## src/rtl/iter_mult_unit.sv

```systemverilog
// Iterative RV64M multiplier (MUL/MULH/MULHSU/MULHU): retires BITS_PER_CYCLE multiplier bits per clock on magnitudes.
// Optional build macro ITER_MULT_EARLY_OUT_EN: finish as soon as the remaining multiplier bits are all zero.
module iter_mult_unit #(
    parameter int DATA_W         = 64,
    parameter int BITS_PER_CYCLE = 4
) (
    input  logic              clk,
    input  logic              arst_n,
    input  logic              start,
    input  logic              flush,
    input  logic [1:0]        op,
    input  logic [DATA_W-1:0] operand_a,
    input  logic [DATA_W-1:0] operand_b,
    output logic [DATA_W-1:0] result,
    output logic              busy,
    output logic              done,
    output logic              stall_req
);

    localparam int N     = DATA_W / BITS_PER_CYCLE;
    localparam int CNT_W = $clog2(N + 1);
    localparam int PW    = 2 * DATA_W;

    typedef enum logic [1:0] {
        S_IDLE,
        S_RUN,
        S_DONE
    } state_t;

    state_t                    state;
    logic [PW-1:0]             acc;
    logic [PW-1:0]             a_sh;
    logic [DATA_W-1:0]         b_rem;
    logic [CNT_W-1:0]          cnt;
    logic [1:0]                op_q;
    logic                      neg;

    logic                      sign_a;
    logic                      sign_b;
    logic [DATA_W-1:0]         mag_a;
    logic [DATA_W-1:0]         mag_b;
    logic                      launch;
    logic [BITS_PER_CYCLE-1:0] digit;
    logic [PW-1:0]             pp;
    logic [PW-1:0]             acc_next;
    logic [PW-1:0]             prod;
    logic [DATA_W-1:0]         b_next;
    logic                      last_step;

    // Operand signs only matter for the signed variants; magnitudes are unsigned,
    // so the most negative value maps cleanly onto 2^(DATA_W-1).
    assign sign_a = ((op == 2'b01) || (op == 2'b10)) && operand_a[DATA_W-1];
    assign sign_b = (op == 2'b01) && operand_b[DATA_W-1];
    assign mag_a  = sign_a ? -operand_a : operand_a;
    assign mag_b  = sign_b ? -operand_b : operand_b;

    assign launch    = start & ~flush & (state != S_RUN);
    assign stall_req = busy | (start & ~flush & ~busy);

    // a_sh already carries the shift position, so one digit is a sum of shifted copies.
    assign digit = b_rem[BITS_PER_CYCLE-1:0];
    always_comb begin
        pp = '0;
        for (int i = 0; i < BITS_PER_CYCLE; i++) begin
            if (digit[i]) pp = pp + (a_sh << i);
        end
    end

    assign acc_next = acc + pp;
    assign prod     = neg ? -acc_next : acc_next;
    assign b_next   = b_rem >> BITS_PER_CYCLE;

`ifdef ITER_MULT_EARLY_OUT_EN
    assign last_step = (cnt == CNT_W'(1)) || (b_next == '0);
`else
    assign last_step = (cnt == CNT_W'(1));
`endif

    always_ff @(posedge clk or negedge arst_n) begin
        if (!arst_n) begin
            state  <= S_IDLE;
            acc    <= '0;
            a_sh   <= '0;
            b_rem  <= '0;
            cnt    <= '0;
            op_q   <= 2'b00;
            neg    <= 1'b0;
            result <= '0;
            busy   <= 1'b0;
            done   <= 1'b0;
        end else if (flush) begin
            state <= S_IDLE;
            busy  <= 1'b0;
            done  <= 1'b0;
        end else begin
            case (state)
                S_IDLE, S_DONE: begin
                    done <= 1'b0;
                    if (launch) begin
                        state <= S_RUN;
                        busy  <= 1'b1;
                        acc   <= '0;
                        a_sh  <= {{DATA_W{1'b0}}, mag_a};
                        b_rem <= mag_b;
                        cnt   <= CNT_W'(N);
                        op_q  <= op;
                        neg   <= sign_a ^ sign_b;
                    end else begin
                        state <= S_IDLE;
                        busy  <= 1'b0;
                    end
                end
                S_RUN: begin
                    acc   <= acc_next;
                    a_sh  <= a_sh << BITS_PER_CYCLE;
                    b_rem <= b_next;
                    cnt   <= cnt - CNT_W'(1);
                    if (last_step) begin
                        state  <= S_DONE;
                        busy   <= 1'b0;
                        done   <= 1'b1;
                        cnt    <= '0;
                        result <= (op_q == 2'b00) ? prod[DATA_W-1:0] : prod[PW-1:DATA_W];
                    end
                end
                default: begin
                    state <= S_IDLE;
                    busy  <= 1'b0;
                    done  <= 1'b0;
                end
            endcase
        end
    end

endmodule

```

## config.mk

```make
export PLATFORM = sky130hd
export DESIGN_NAME = iter_mult_unit
export DESIGN_NICKNAME = d
export VERILOG_FILES = /design/src/rtl/iter_mult_unit.sv
export SDC_FILE = /design/constraint.sdc
export NUM_CORES = 2
export LEC_CHECK = 0
export BUFFER_PORTS_ARGS = -buffer_cell sky130_fd_sc_hd__buf_2
export CORE_MARGIN = 2
export CORE_UTILIZATION = 46
export CTS_BUF_LIST = sky130_fd_sc_hd__clkbuf_8
export DETAILED_ROUTE_END_ITERATION = 10
export GPL_ROUTABILITY_DRIVEN = 1
export PLACE_DENSITY_LB_ADDON = 0.2
export SYNTH_ARGS = -nofsm -noshare
export SYNTH_HDL_FRONTEND = slang
export SYNTH_SLANG_ARGS = --single-unit
```

## constraint.sdc

```tcl
create_clock -name clk -period 14.8 [get_ports clk]
set_input_delay 2.22 -clock clk [delete_from_list [all_inputs] [get_ports clk]]
set_output_delay 2.22 -clock clk [all_outputs]
set_load 0.1 [all_outputs]
```

==> key figures <==
Outcome
  – Status: finished clean

STA
  – # setup viols final: 0
  – Fin. Hold Viols: 0
  – Fin crit share: between 90% and 100%
  – Clock skew: 0.0791 ns
  – Final slew viol count: 0
  – Max Freq: between 70 and 80 MHz
  – Rel. slew slack: between 15 and 20%
  – Period minus WS final: around 14 ns
  – Slew at the pin closest to its max-slew limit: 1.23 ns

Synth
  – Largest area contributor in the netlist: dfrtp_1
  – Post-synthesis register bit count: approximately 400
  – Post-synth EDFFs: 0
  – Register area share after synthesis: between 10% and 20%
  – Largest cells by area after synthesis: dfrtp_1, ha_1, a21oi_1
  – Yosys warns: 0
  – Syn Inst Count: between 8000 and 9000
  – Syn Area/Cell: just over 7 µm²
  – Top-area cell type share of the netlist area: 16.1%
  – Mapped cell area: roughly 62000 µm²
  – Library cells used by synthesis: 110
  – Ys flop type: dfrtp_1
  – Async S/R FF share, synth: 100%
  – Synthesized Nets: approximately 9300

Global route
  – Largest net degree at the start of global routing: ~250
  – First-pass GRT wire length: approximately 380000 µm
  – Initial antenna violation count: 11
  – Vias in the first global route: ~63000
  – GRT Total Usage: around 36%
  – GR Overflow Total: 0

CTS
  – Worst-path clk slew: 0.06 ns
  – Clock buffer depth: 3
  – CTS buffer count: between 70 and 80
  – CTS tree: built
  – Root Buffer: clkbuf_8
  – Worst skew pair latency: 0.80 ns
  – Clock Sinks: roughly 400
  – H-Tree Depth: 3

Route
  – DR iter-0 viols: between 7000 and 8000
  – Vias per std cell: about 6.4
  – Routed Antenna Nets: 0
  – DRC violations left: 0
  – Detailed Route WL: 252000 µm
  – Detailed Routing Iterations Pass 1: 6
  – Total number of vias: a little under 70000
  – Routed len/inst: about 24 µm

Floorplanning
  – IO Count: 201
  – Die H: 370 µm
  – # rows: 134
  – Initial Utilization: ~46%
  – DIE AREA: approximately 140000 µm²
  – Core box area: 133000 µm²
  – Chip Width: ~370 µm

Worst hold path
  – Hold/Removal Path Class: reg2reg

Final layout
  – Layout cells sized above 1: between 10% and 20%
  – Fin cells: 10600
  – Layout area overhead: 9.43%
  – Post-route cell area: ~67000 µm²
  – Final nets: between 9000 and 10000

Setup path
  – CP max FO: 21
  – CP max stage cell: or4_4
  – Data required time at the worst endpoint: about 16 ns
  – CP Buf/Inv Count: 4
  – Critical path class: reg2reg
  – Worst Path Arrival: between 10 and 15 ns
  – Top delay family on crit path: simple AND/OR/NAND/NOR gates
  – Critical Path Max Stage Delay: around 0.63 ns
  – Endpoint class of the critical path: register
  – Startpoint types: register

Power
  – Power per Cell Area: 198 nW/µm²
  – Pwr Total: around 13000 µW
  – Max rail drop VDD: a little under 0.0002 V
  – P_leak: 0.0307 µW

Place
  – HPWL Detailed: between 200000 and 250000 µm
  – Dpl cells: around 10000
  – Placement Cell Area: roughly 65000 µm²
  – GP Congestion: approximately 1.0
  – IO Port Bufs: 200

Flow run
  – Max-Cap Viols: 0
==> cell usage after synthesis, drive strengths merged, types with 107 or more instances <==
cell type and number:
nand3 135, inv 252, a21oi 1047, nand4 194
a22o 170, nand2 1029, a21o 308, xnor2 366
ha 514, mux2 135, dfrtp 395, nor3 161
nor2 723, o21ai 783, xor2 311, clkbuf 481
o21bai 119, and2 107
==> layer usage <==
metal | up-vias | wire, µm | GRT usage, %
li1 | 32000 | - | -
met3 | 474 | 20300 | 5.54
met4 | 8 | 11300 | 14.8
met5 | - | 60 | 0
met2 | 2850 | 105000 | 52.6
met1 | 32500 | 116000 | 51.3
==> stage by stage <==
stage          setup WS (ns)  TNS (ns)  hold WS [ns]  util, %
3_5_place_dp          -0.808    -17.70         0.461     49.0
3_3_place_gp          -0.938    -19.69         0.459     49.0
6_report               0.581         0         0.471     50.6
5_1_grt             -0.00554  -0.00554         0.492     50.6
4_1_cts               0.0125         0         0.475     50.2
2_1_floorplan         0.0833         0         0.442        -
==> worst register-to-register path, delay by kind of cell, from the launching register on <==
family                   cells  cell delay (ns)
AND/OR/NAND/NOR             25             6.12
AO/OA/AOI/OAI               16             3.77
adder cells (fa/ha/maj)      3             1.26
multiplexers                 3             0.88
buffers and inverters        4             0.82
XOR/XNOR                     5             0.79
flip-flops                   1             0.58
==> logic make-up after synthesis <==
kind of cell / count (synthesis) / share of synthesized area [%]
buffers and inverters: 795 / 4.93
xor gates and xnor gates: 678 / 9.67
DFF: 395 / 16.1
adders and majority gates: 518 / 10.6
muxes: 173 / 3.09
AOI/OAI and AO/OA: 3208 / 33.0
and+or+nand+nor: 2919 / 22.6
==> cell type report <==
cell class / count / area, µm²
repair buffers: 530 / 3540
inverters: 252 / 946
diodes: 10 / 25.0
clock buffers: 92 / 1270
multi-input cells: 7496 / 49100
well taps: 1768 / 2210
fillers: 13500 / 65800
clock inverters: 44 / 349
flip-flops and latches: 395 / 9910
==> final timing paths <==
path / startpoint / slack [ns] / end / cells after the start
worst max-delay path: a_sh[5] / 0.58 / result[47] / 56
worst min-delay path: cnt[4] / 0.47 / cnt[4] / 1
worst max register to register: a_sh[5] / 0.58 / result[47] / 56
worst min register to register: cnt[4] / 0.47 / cnt[4] / 1
max in group asynchronous: arst_n / 10.10 / a_sh[5] / 4
min in group asynchronous: arst_n / 1.38 / a_sh[126] / 1
==> registers in the layout, summed over array words and instances, names as in the netlist <==
signal / count
a_sh: 128
op_q: 2
b_rem: 64
neg: 1
cnt: 5
acc: 128
result: 64
busy: 1
state: 1
done: 1
==> where the power goes <==
part           internal (µW)  switching [µW]  total, µW
sequential              1310             334       1640
clock                    653             540       1190
combinational           3430            7070      10500
==> cell usage in the layout, fill, tap and decap left out, types with 23 or more instances in the layout <==
master / n
a21oi_1: 1037
nand2_1: 1028
o21ai_0: 742
nor2_1: 720
ha_1: 506
dfrtp_1: 387
xnor2_1: 364
buf_4: 325
a21o_1: 308
xor2_1: 306
inv_1: 278
buf_2: 199
nand4_1: 193
a22o_1: 170
nor3_1: 156
mux2_2: 135
nand3_1: 134
o21bai_1: 118
and2_1: 104
o31ai_1: 94
clkbuf_8: 92
or3_1: 86
o21a_1: 82
nor2b_1: 82
a31oi_1: 74
nand2b_1: 70
and3_1: 66
o211ai_1: 57
nor4_1: 55
a211oi_1: 49
or2_2: 39
o21ai_1: 37
mux2i_1: 37
or4_1: 32
a221oi_1: 30
o41ai_1: 24
a21boi_0: 23
==> what timing repair did <==
item	in CTS	in global routing
resized for setup	19	96
hold buffers	0	0
buffers inserted	1	6
setup endpoints to repair	36	48
pin swaps	3	5
hold endpoints to repair	0	0
(Power assumes the default switching activity.)
